File: src/rtl/vert_ucode_quicksort_pkg.sv
// Shared types for the quicksort bank scheduler: bank ids, entry counts,
// per-bank lifecycle status and the legal-successor helper.
package vert_ucode_quicksort_pkg;

   localparam int BANK_N = 2;
   localparam int N      = 16;
   localparam int BANK_W = (BANK_N > 1) ? $clog2(BANK_N) : 1;
   localparam int N_W    = $clog2(N + 1);

   typedef logic [BANK_W-1:0] bank_n_t;
   typedef bank_n_t           sched_ptr_t;
   typedef logic [BANK_N-1:0] bank_n_d_t;
   typedef logic [N_W-1:0]    n_t;

   typedef enum logic [2:0] {
      BANK_IDLE      = 3'd0,
      BANK_LOADING   = 3'd1,
      BANK_READY     = 3'd2,
      BANK_SORTING   = 3'd3,
      BANK_SORTED    = 3'd4,
      BANK_UNLOADING = 3'd5
   } bank_status_t;

   typedef struct packed {
      bank_status_t status;
      n_t           n;
      logic         error;
   } bank_state_t;

   function automatic bank_status_t bank_advance(input bank_status_t s);
      case (s)
         BANK_IDLE:      return BANK_LOADING;
         BANK_LOADING:   return BANK_READY;
         BANK_READY:     return BANK_SORTING;
         BANK_SORTING:   return BANK_SORTED;
         BANK_SORTED:    return BANK_UNLOADING;
         default:        return BANK_IDLE;
      endcase
   endfunction

endpackage

File: src/rtl/vert_ucode_quicksort_sched_bank.sv
// One sort bank's lifecycle state {status, n, error}, stepped by strobes.
// VERT_UCODE_QUICKSORT_SCHED_EMPTY_SKIP_EN: loads of 0/1 entries bypass sorting.
module vert_ucode_quicksort_sched_bank
   import vert_ucode_quicksort_pkg::*;
(
   input  logic        clk,
   input  logic        rst_n,
   input  logic        load,
   input  logic        load_done,
   input  n_t          load_n,
   input  logic        start,
   input  logic        skip_clr,
   input  logic        sort_done,
   input  logic        sort_err,
   input  logic        unload,
   input  logic        unload_done,
   output bank_state_t state,
   output logic        skip_pend
);

   bank_status_t status_reg, status_next;
   n_t           n_reg, n_next;
   logic         error_reg, error_next;
   logic         skip_reg, skip_next;

   always_ff @(posedge clk) begin
      if (!rst_n) begin
         status_reg <= BANK_IDLE;
         n_reg      <= '0;
         error_reg  <= 1'b0;
         skip_reg   <= 1'b0;
      end else begin
         status_reg <= status_next;
         n_reg      <= n_next;
         error_reg  <= error_next;
         skip_reg   <= skip_next;
      end
   end

   // Done strobes are broadcast; only a bank in the matching state reacts.
   always_comb begin
      status_next = status_reg;
      n_next      = n_reg;
      error_next  = error_reg;
      skip_next   = skip_reg && !skip_clr;
      case (status_reg)
         BANK_IDLE:    if (load) status_next = bank_advance(status_reg);
         BANK_LOADING: if (load_done) begin
            n_next      = load_n;
            status_next = bank_advance(status_reg);
`ifdef VERT_UCODE_QUICKSORT_SCHED_EMPTY_SKIP_EN
            // Nothing to sort: mark so the sort pointer steps over this bank.
            if (load_n <= n_t'(1)) begin
               status_next = BANK_SORTED;
               error_next  = 1'b0;
               skip_next   = 1'b1;
            end
`endif
         end
         BANK_READY:   if (start) status_next = bank_advance(status_reg);
         BANK_SORTING: if (sort_done) begin
            status_next = bank_advance(status_reg);
            error_next  = sort_err;
         end
         BANK_SORTED:  if (unload) status_next = bank_advance(status_reg);
         BANK_UNLOADING: if (unload_done) begin
            status_next = BANK_IDLE;
            n_next      = '0;
            error_next  = 1'b0;
            skip_next   = 1'b0;
         end
         default:      status_next = BANK_IDLE;
      endcase
   end

   assign state     = '{status: status_reg, n: n_reg, error: error_reg};
   assign skip_pend = skip_reg;

endmodule

File: src/rtl/vert_ucode_quicksort_bank_sched.sv
// Bank scheduler: hands banks to load, sort and unload clients in strict
// round-robin order, with at most one bank in each in-progress state.
module vert_ucode_quicksort_bank_sched
   import vert_ucode_quicksort_pkg::*;
(
   input  logic                     clk,
   input  logic                     rst_n,
   input  logic                     enq_req,
   output logic                     enq_gnt,
   output bank_n_t                  enq_bank,
   input  logic                     enq_done,
   input  n_t                       enq_n,
   output logic                     sort_vld,
   output bank_n_t                  sort_bank,
   output n_t                       sort_n,
   input  logic                     sort_ack,
   input  logic                     sort_done,
   input  logic                     sort_error,
   output logic                     deq_vld,
   output bank_n_t                  deq_bank,
   output n_t                       deq_n,
   output logic                     deq_error,
   input  logic                     deq_ack,
   input  logic                     deq_done,
   output bank_state_t [BANK_N-1:0] bank_state,
   output logic                     proto_err,
   output logic                     busy
);

   sched_ptr_t enq_ptr_reg, sort_ptr_reg, deq_ptr_reg;
   logic       proto_err_reg, proto_err_next;
   bank_n_d_t  idle_d, loading_d, ready_d, sorting_d, sorted_d, unloading_d, skip_d;
   logic       sort_fire, deq_fire, skip_fire;

   for (genvar gi = 0; gi < BANK_N; gi++) begin : g_bank
      assign idle_d[gi]      = bank_state[gi].status == BANK_IDLE;
      assign loading_d[gi]   = bank_state[gi].status == BANK_LOADING;
      assign ready_d[gi]     = bank_state[gi].status == BANK_READY;
      assign sorting_d[gi]   = bank_state[gi].status == BANK_SORTING;
      assign sorted_d[gi]    = bank_state[gi].status == BANK_SORTED;
      assign unloading_d[gi] = bank_state[gi].status == BANK_UNLOADING;

      vert_ucode_quicksort_sched_bank u_bank (
         .clk         (clk),
         .rst_n       (rst_n),
         .load        (enq_gnt && enq_ptr_reg == bank_n_t'(gi)),
         .load_done   (enq_done),
         .load_n      (enq_n),
         .start       (sort_fire && sort_ptr_reg == bank_n_t'(gi)),
         .skip_clr    (skip_fire && sort_ptr_reg == bank_n_t'(gi)),
         .sort_done   (sort_done),
         .sort_err    (sort_error),
         .unload      (deq_fire && deq_ptr_reg == bank_n_t'(gi)),
         .unload_done (deq_done),
         .state       (bank_state[gi]),
         .skip_pend   (skip_d[gi])
      );
   end

   assign enq_gnt   = enq_req && idle_d[enq_ptr_reg] && !(|loading_d);
   assign sort_vld  = ready_d[sort_ptr_reg] && !(|sorting_d);
   assign deq_vld   = sorted_d[deq_ptr_reg] && !(|unloading_d);
   assign sort_fire = sort_vld && sort_ack;
   assign deq_fire  = deq_vld && deq_ack;
   // A skipped bank is never offered; the sort pointer just walks past it.
   assign skip_fire = skip_d[sort_ptr_reg];

   assign enq_bank  = enq_ptr_reg;
   assign sort_bank = sort_ptr_reg;
   assign sort_n    = bank_state[sort_ptr_reg].n;
   assign deq_bank  = deq_ptr_reg;
   assign deq_n     = bank_state[deq_ptr_reg].n;
   assign deq_error = bank_state[deq_ptr_reg].error;
   assign busy      = !(&idle_d);
   assign proto_err = proto_err_reg;

   assign proto_err_next = proto_err_reg
                         | (enq_done  && !(|loading_d))
                         | (sort_done && !(|sorting_d))
                         | (deq_done  && !(|unloading_d));

   always_ff @(posedge clk) begin
      if (!rst_n) begin
         enq_ptr_reg   <= '0;
         sort_ptr_reg  <= '0;
         deq_ptr_reg   <= '0;
         proto_err_reg <= 1'b0;
      end else begin
         if (enq_gnt)               enq_ptr_reg  <= enq_ptr_reg + sched_ptr_t'(1);
         if (sort_fire || skip_fire) sort_ptr_reg <= sort_ptr_reg + sched_ptr_t'(1);
         if (deq_fire)              deq_ptr_reg  <= deq_ptr_reg + sched_ptr_t'(1);
         proto_err_reg <= proto_err_next;
      end
   end

endmodule

File: config.mk
export PLATFORM = sky130hd
export DESIGN_NAME = vert_ucode_quicksort_bank_sched
export DESIGN_NICKNAME = d
export VERILOG_FILES = /design/src/rtl/vert_ucode_quicksort_pkg.sv /design/src/rtl/vert_ucode_quicksort_sched_bank.sv /design/src/rtl/vert_ucode_quicksort_bank_sched.sv
export SDC_FILE = /design/constraint.sdc
export NUM_CORES = 1
export LEC_CHECK = 0
export ABC_AREA = 1
export BUFFER_PORTS_ARGS = -buffer_cell sky130_fd_sc_hd__buf_2
export CAP_MARGIN = 20
export CORE_MARGIN = 2
export CORE_UTILIZATION = 50
export CTS_BUF_LIST = sky130_fd_sc_hd__clkbuf_4 sky130_fd_sc_hd__clkbuf_8
export DETAILED_ROUTE_END_ITERATION = 10
export PLACE_DENSITY_LB_ADDON = 0.1
export SLEW_MARGIN = 10
export SYNTH_ARGS = -nofsm -noshare
export SYNTH_HDL_FRONTEND = slang
export SYNTH_SLANG_ARGS = --single-unit
File: constraint.sdc
create_clock -name clk -period 1.5 [get_ports clk]
set_input_delay 0.45 -clock clk [delete_from_list [all_inputs] [get_ports clk]]
set_output_delay 0.45 -clock clk [all_outputs]
set_load 0.02 [all_outputs]
==> results.py <==
metrics = {
    "worst_setup_path": {
        "slowest_delay_ns": 0.43,
        "worst-path-buf-inv": 3,
        "timing.rr.start": "g_bank[0].u_bank.status_reg[1]",
        "crit_type": "reg2out",
        "rrSetupSlack_ns": -0.01,
        "cp.arrival_ns": 1.39,
        "critPathMaxFanout": 7,
        "crit_path_cell_trace": "inv_2, nand3_2, nand3_2, a21o_1, inv_2, buf_6",
        "start_kind": "flip-flop",
        "crit_path_end_kind": "output port",
        "r2r_cells": 11,
        "r2r_end": "g_bank[1].u_bank.status_reg[2]",
        "crit_cells": 6,
        "critical_path_required_ns": 1.05,
        "critPathTopFamily": "flip-flops",
        "crit_path_top_delay_cell": "dfxtp_4",
    },
    "grt": {
        "grt_pass1_vias": 1635,
        "grt_start_max_net_pins": 15,
        "grt.busiest_layer": "met2",
        "gr-usage-met3_pct": 4.76,
        "grt_use_met1_pct": 38.7,
        "grtUsageMet2_pct": 48.0,
        "grt_first_pass_wirelength_mm": 7.78,
        "grtUsageTotal_pct": 29.5,
        "grt-ovfl-total": 0,
        "antenna_found_initial": 0,
    },
    "yosys": {
        "synthTopCellsByCount": "nand2_1, nand3_1, nor2_1",
        "synthFlopType": "dfxtp_1",
        "synth_area_leader_cell": "dfxtp_1",
        "postSynthCellCount": 233,
        "syn_nets": 247,
        "ys_types": 28,
        "synth_warnings": 0,
        "synth-async-reset-ratio_pct": 0,
        "mappedNetlistArea_um2": 1550,
        "synth_edf_count": 0,
        "yosysSeqAreaShare_pct": 30.9,
        "synth.most_common_cell": "nand2_1",
        "ys_ff_latch": 24,
        "synth_area_leaders": "dfxtp_1, nand2_1, nand3_1",
        "avgSynthCellArea_um2": 6.66,
        "yosys.area.top_type_share_pct": 30.9,
    },
    "power": {
        "power.leakage_uw": 0.00119,
        "ir_worst_vdd_mv": 1.39,
        "clock_power_share_pct": 10.9,
        "internal_power_uw": 2450,
        "p_comb_share_pct": 66.3,
        "p_switching_uw": 2190,
        "powerDensity_nw_per_um2": 1900,
        "seq_power_share_pct": 22.9,
        "switching_share_pct": 47.2,
    },
    "clocking": {
        "numCtsBuffers": 3,
        "cts_hold_buffers": 0,
        "cts.clk_slew.worst_paths_ns": 0.15,
        "clock_sinks": 24,
        "cts_root_buf": "clkbuf_4",
        "clk_path_buf_depth": 2,
        "cts_tree": "built",
        "clkLatencyLatePin_ns": 0.34,
        "htreeDepth": 1,
    },
    "detailed_routing": {
        "drt_wl_total_mm": 5.31,
        "vias": 1952,
        "wl_per_cell_um": 15.1,
        "first_iter_violations": 151,
        "via_per_inst": 5.55,
        "dr.pass1.iters": 6,
        "ant_nets": 0,
        "drc": 0,
    },
    "hold_path": {
        "hold_path_end": "g_bank[0].u_bank.n_reg[2]",
        "hold_path_depth": 3,
        "hold_path_class": "in2reg",
        "min_from": "enq_n[2]",
    },
    "finish": {
        "final_area_um2": 2450,
        "syn_to_final_growth_pct": 57.5,
        "fin_cells": 352,
        "multi_input_area_um2": 1020,
        "seqCellArea_um2": 509,
        "diodes": 0,
        "final_nets": 334,
        "largest_reg_flops": 10,
        "n_fill_cell": 200,
        "drive_above_1_share_pct": 49.8,
        "finalCoreUtilization_pct": 81.5,
    },
    "sta": {
        "fin_crit_sh_pct": 123,
        "rsz0062_at_grt": "true",
        "hold_viol_final": 0,
        "tightest_slew_ns": 0.367,
        "max_slew_margin_pct": 75.4,
        "finClkSkew_ns": 0.00353,
        "max_freq_mhz": 542,
        "fin_crit_ns": 1.84,
        "drv_slew": 0,
        "setup_ws_ns": -0.344,
        "setup_viol": 16,
    },
    "run": {
        "cap_violations": 0,
    },
    "floorplanning": {
        "die_w_um": 59.7,
        "fp.dieH_um": 59.7,
        "num_rows": 20,
        "io_pins": 51,
        "start_util_pct": 51.7,
        "dieArea_um2": 3570,
        "core-area_um2": 3000,
    },
    "placed_design": {
        "place_inst": 335,
        "place_congestion": 0.900,
        "io_buffer_count": 50,
        "dpl.hpwl_mm": 3.34,
        "place_area_um2": 2010,
    },
    "outcome": {
        "status": "finished with violations",
        "violations": "setup timing",
    },
}
==> kinds of logic after synthesis <==
family,synth area share [%]
AOI/OAI and AO/OA,14.8
and+or+nand+nor,42.9
DFF,30.9
buffers and inverters,11.4
==> layout make-up <==
cell class              instances  share of cell area, %
clock buffers                   3                  0.921
repair buffers                 92                   28.8
flip-flops and latches         24                   20.8
multi-input cells             171                   41.8
clock inverters                 1                   1.23
well taps                      33                   1.69
inverters                      28                   4.71
==> worst register-to-register path, cell delays in order (launching register included) <==
cell     delay (ns)
dfxtp_2        0.37
inv_4          0.08
nand3_1        0.14
nand2_1        0.10
nand2_1        0.08
nor2_4         0.12
buf_4          0.12
nand3_2        0.09
nand2_4        0.11
nand3_1        0.10
nand2_1        0.08
nor2_1         0.04
==> layer usage <==
metal | wire (um) | up-vias
li1 | - | 956
met1 | 2180 | 894
met5 | 0 | -
met3 | 399 | 15
met4 | 121 | 0
met2 | 2610 | 87
==> timing repair <==
| action | CTS | global route |
|---|---|---|
| pin swaps | 6 | 7 |
| setup buffers | 9 | 2 |
| cloned | 2 | 0 |
| gates resized for setup | 55 | 39 |
| endpoints found under the setup margin | 16 | 26 |
==> power groups by stage <==
stage | clock (uW) | sequential, uW | combinational, uW
finish | 505 | 1060 | 3070
global route | 541 | 1080 | 3320
CTS | 501 | 1030 | 2810
detailed placement | 0 | 997 | 2390
global placement | 0 | 992 | 2360
floorplan | 0 | 1080 | 1550
==> layout by cell type, fill, tap and decap left out <==
cell type,synthesis,routed
a211oi_1,2,2
a21o_1,1,1
a21oi_1,17,17
a311oi_1,1,1
a31oi_1,1,1
and3_2,0,1
buf_12,0,1
buf_2,0,31
buf_4,3,39
buf_6,3,21
bufinv_16,0,1
clkbuf_4,0,3
dfxtp_1,24,15
dfxtp_2,0,2
dfxtp_4,0,7
inv_1,22,20
inv_2,6,4
inv_4,0,4
nand2_1,42,28
nand2_2,3,12
nand2_4,1,6
nand3_1,28,25
nand3_2,5,8
nand3_4,2,2
nand3b_1,1,1
nand4_1,12,12
nor2_1,25,22
nor2_2,3,4
nor2_4,4,6
o211ai_1,1,1
o21ai_0,18,6
o21ai_1,2,7
o21ai_2,0,6
o21ai_4,0,1
or2_1,1,1
==> how the worst max path moves through the flow <==
stage	endpoint	slack, ns	start
3_3_place_gp	enq_gnt	0.02	g_bank[1].u_bank.status_reg[1]
2_1_floorplan	enq_gnt	-0.02	g_bank[1].u_bank.status_reg[0]
6_report	enq_gnt	-0.34	g_bank[1].u_bank.status_reg[2]
4_1_cts	sort_vld	-0.31	g_bank[1].u_bank.status_reg[2]
3_5_place_dp	enq_gnt	-0.02	g_bank[1].u_bank.status_reg[1]
5_1_grt	enq_gnt	-0.41	g_bank[1].u_bank.status_reg[2]
==> stage by stage <==
| stage | hold WS (ns) | setup WS [ns] | total power (uW) | setup TNS, ns |
|---|---|---|---|---|
| after detailed placement | 0.454 | -0.0229 | 3390 | -0.0229 |
| after global placement | 0.449 | 0.0186 | 3360 | 0 |
| after floorplan | 0.444 | -0.0241 | 2630 | -0.0241 |
| after global routing | 0.357 | -0.409 | 4940 | -3.94 |
| final | 0.363 | -0.344 | 4640 | -2.63 |
| after CTS | 0.373 | -0.315 | 4340 | -2.26 |
No activity file was read; power rests on OpenSTA's default activity.
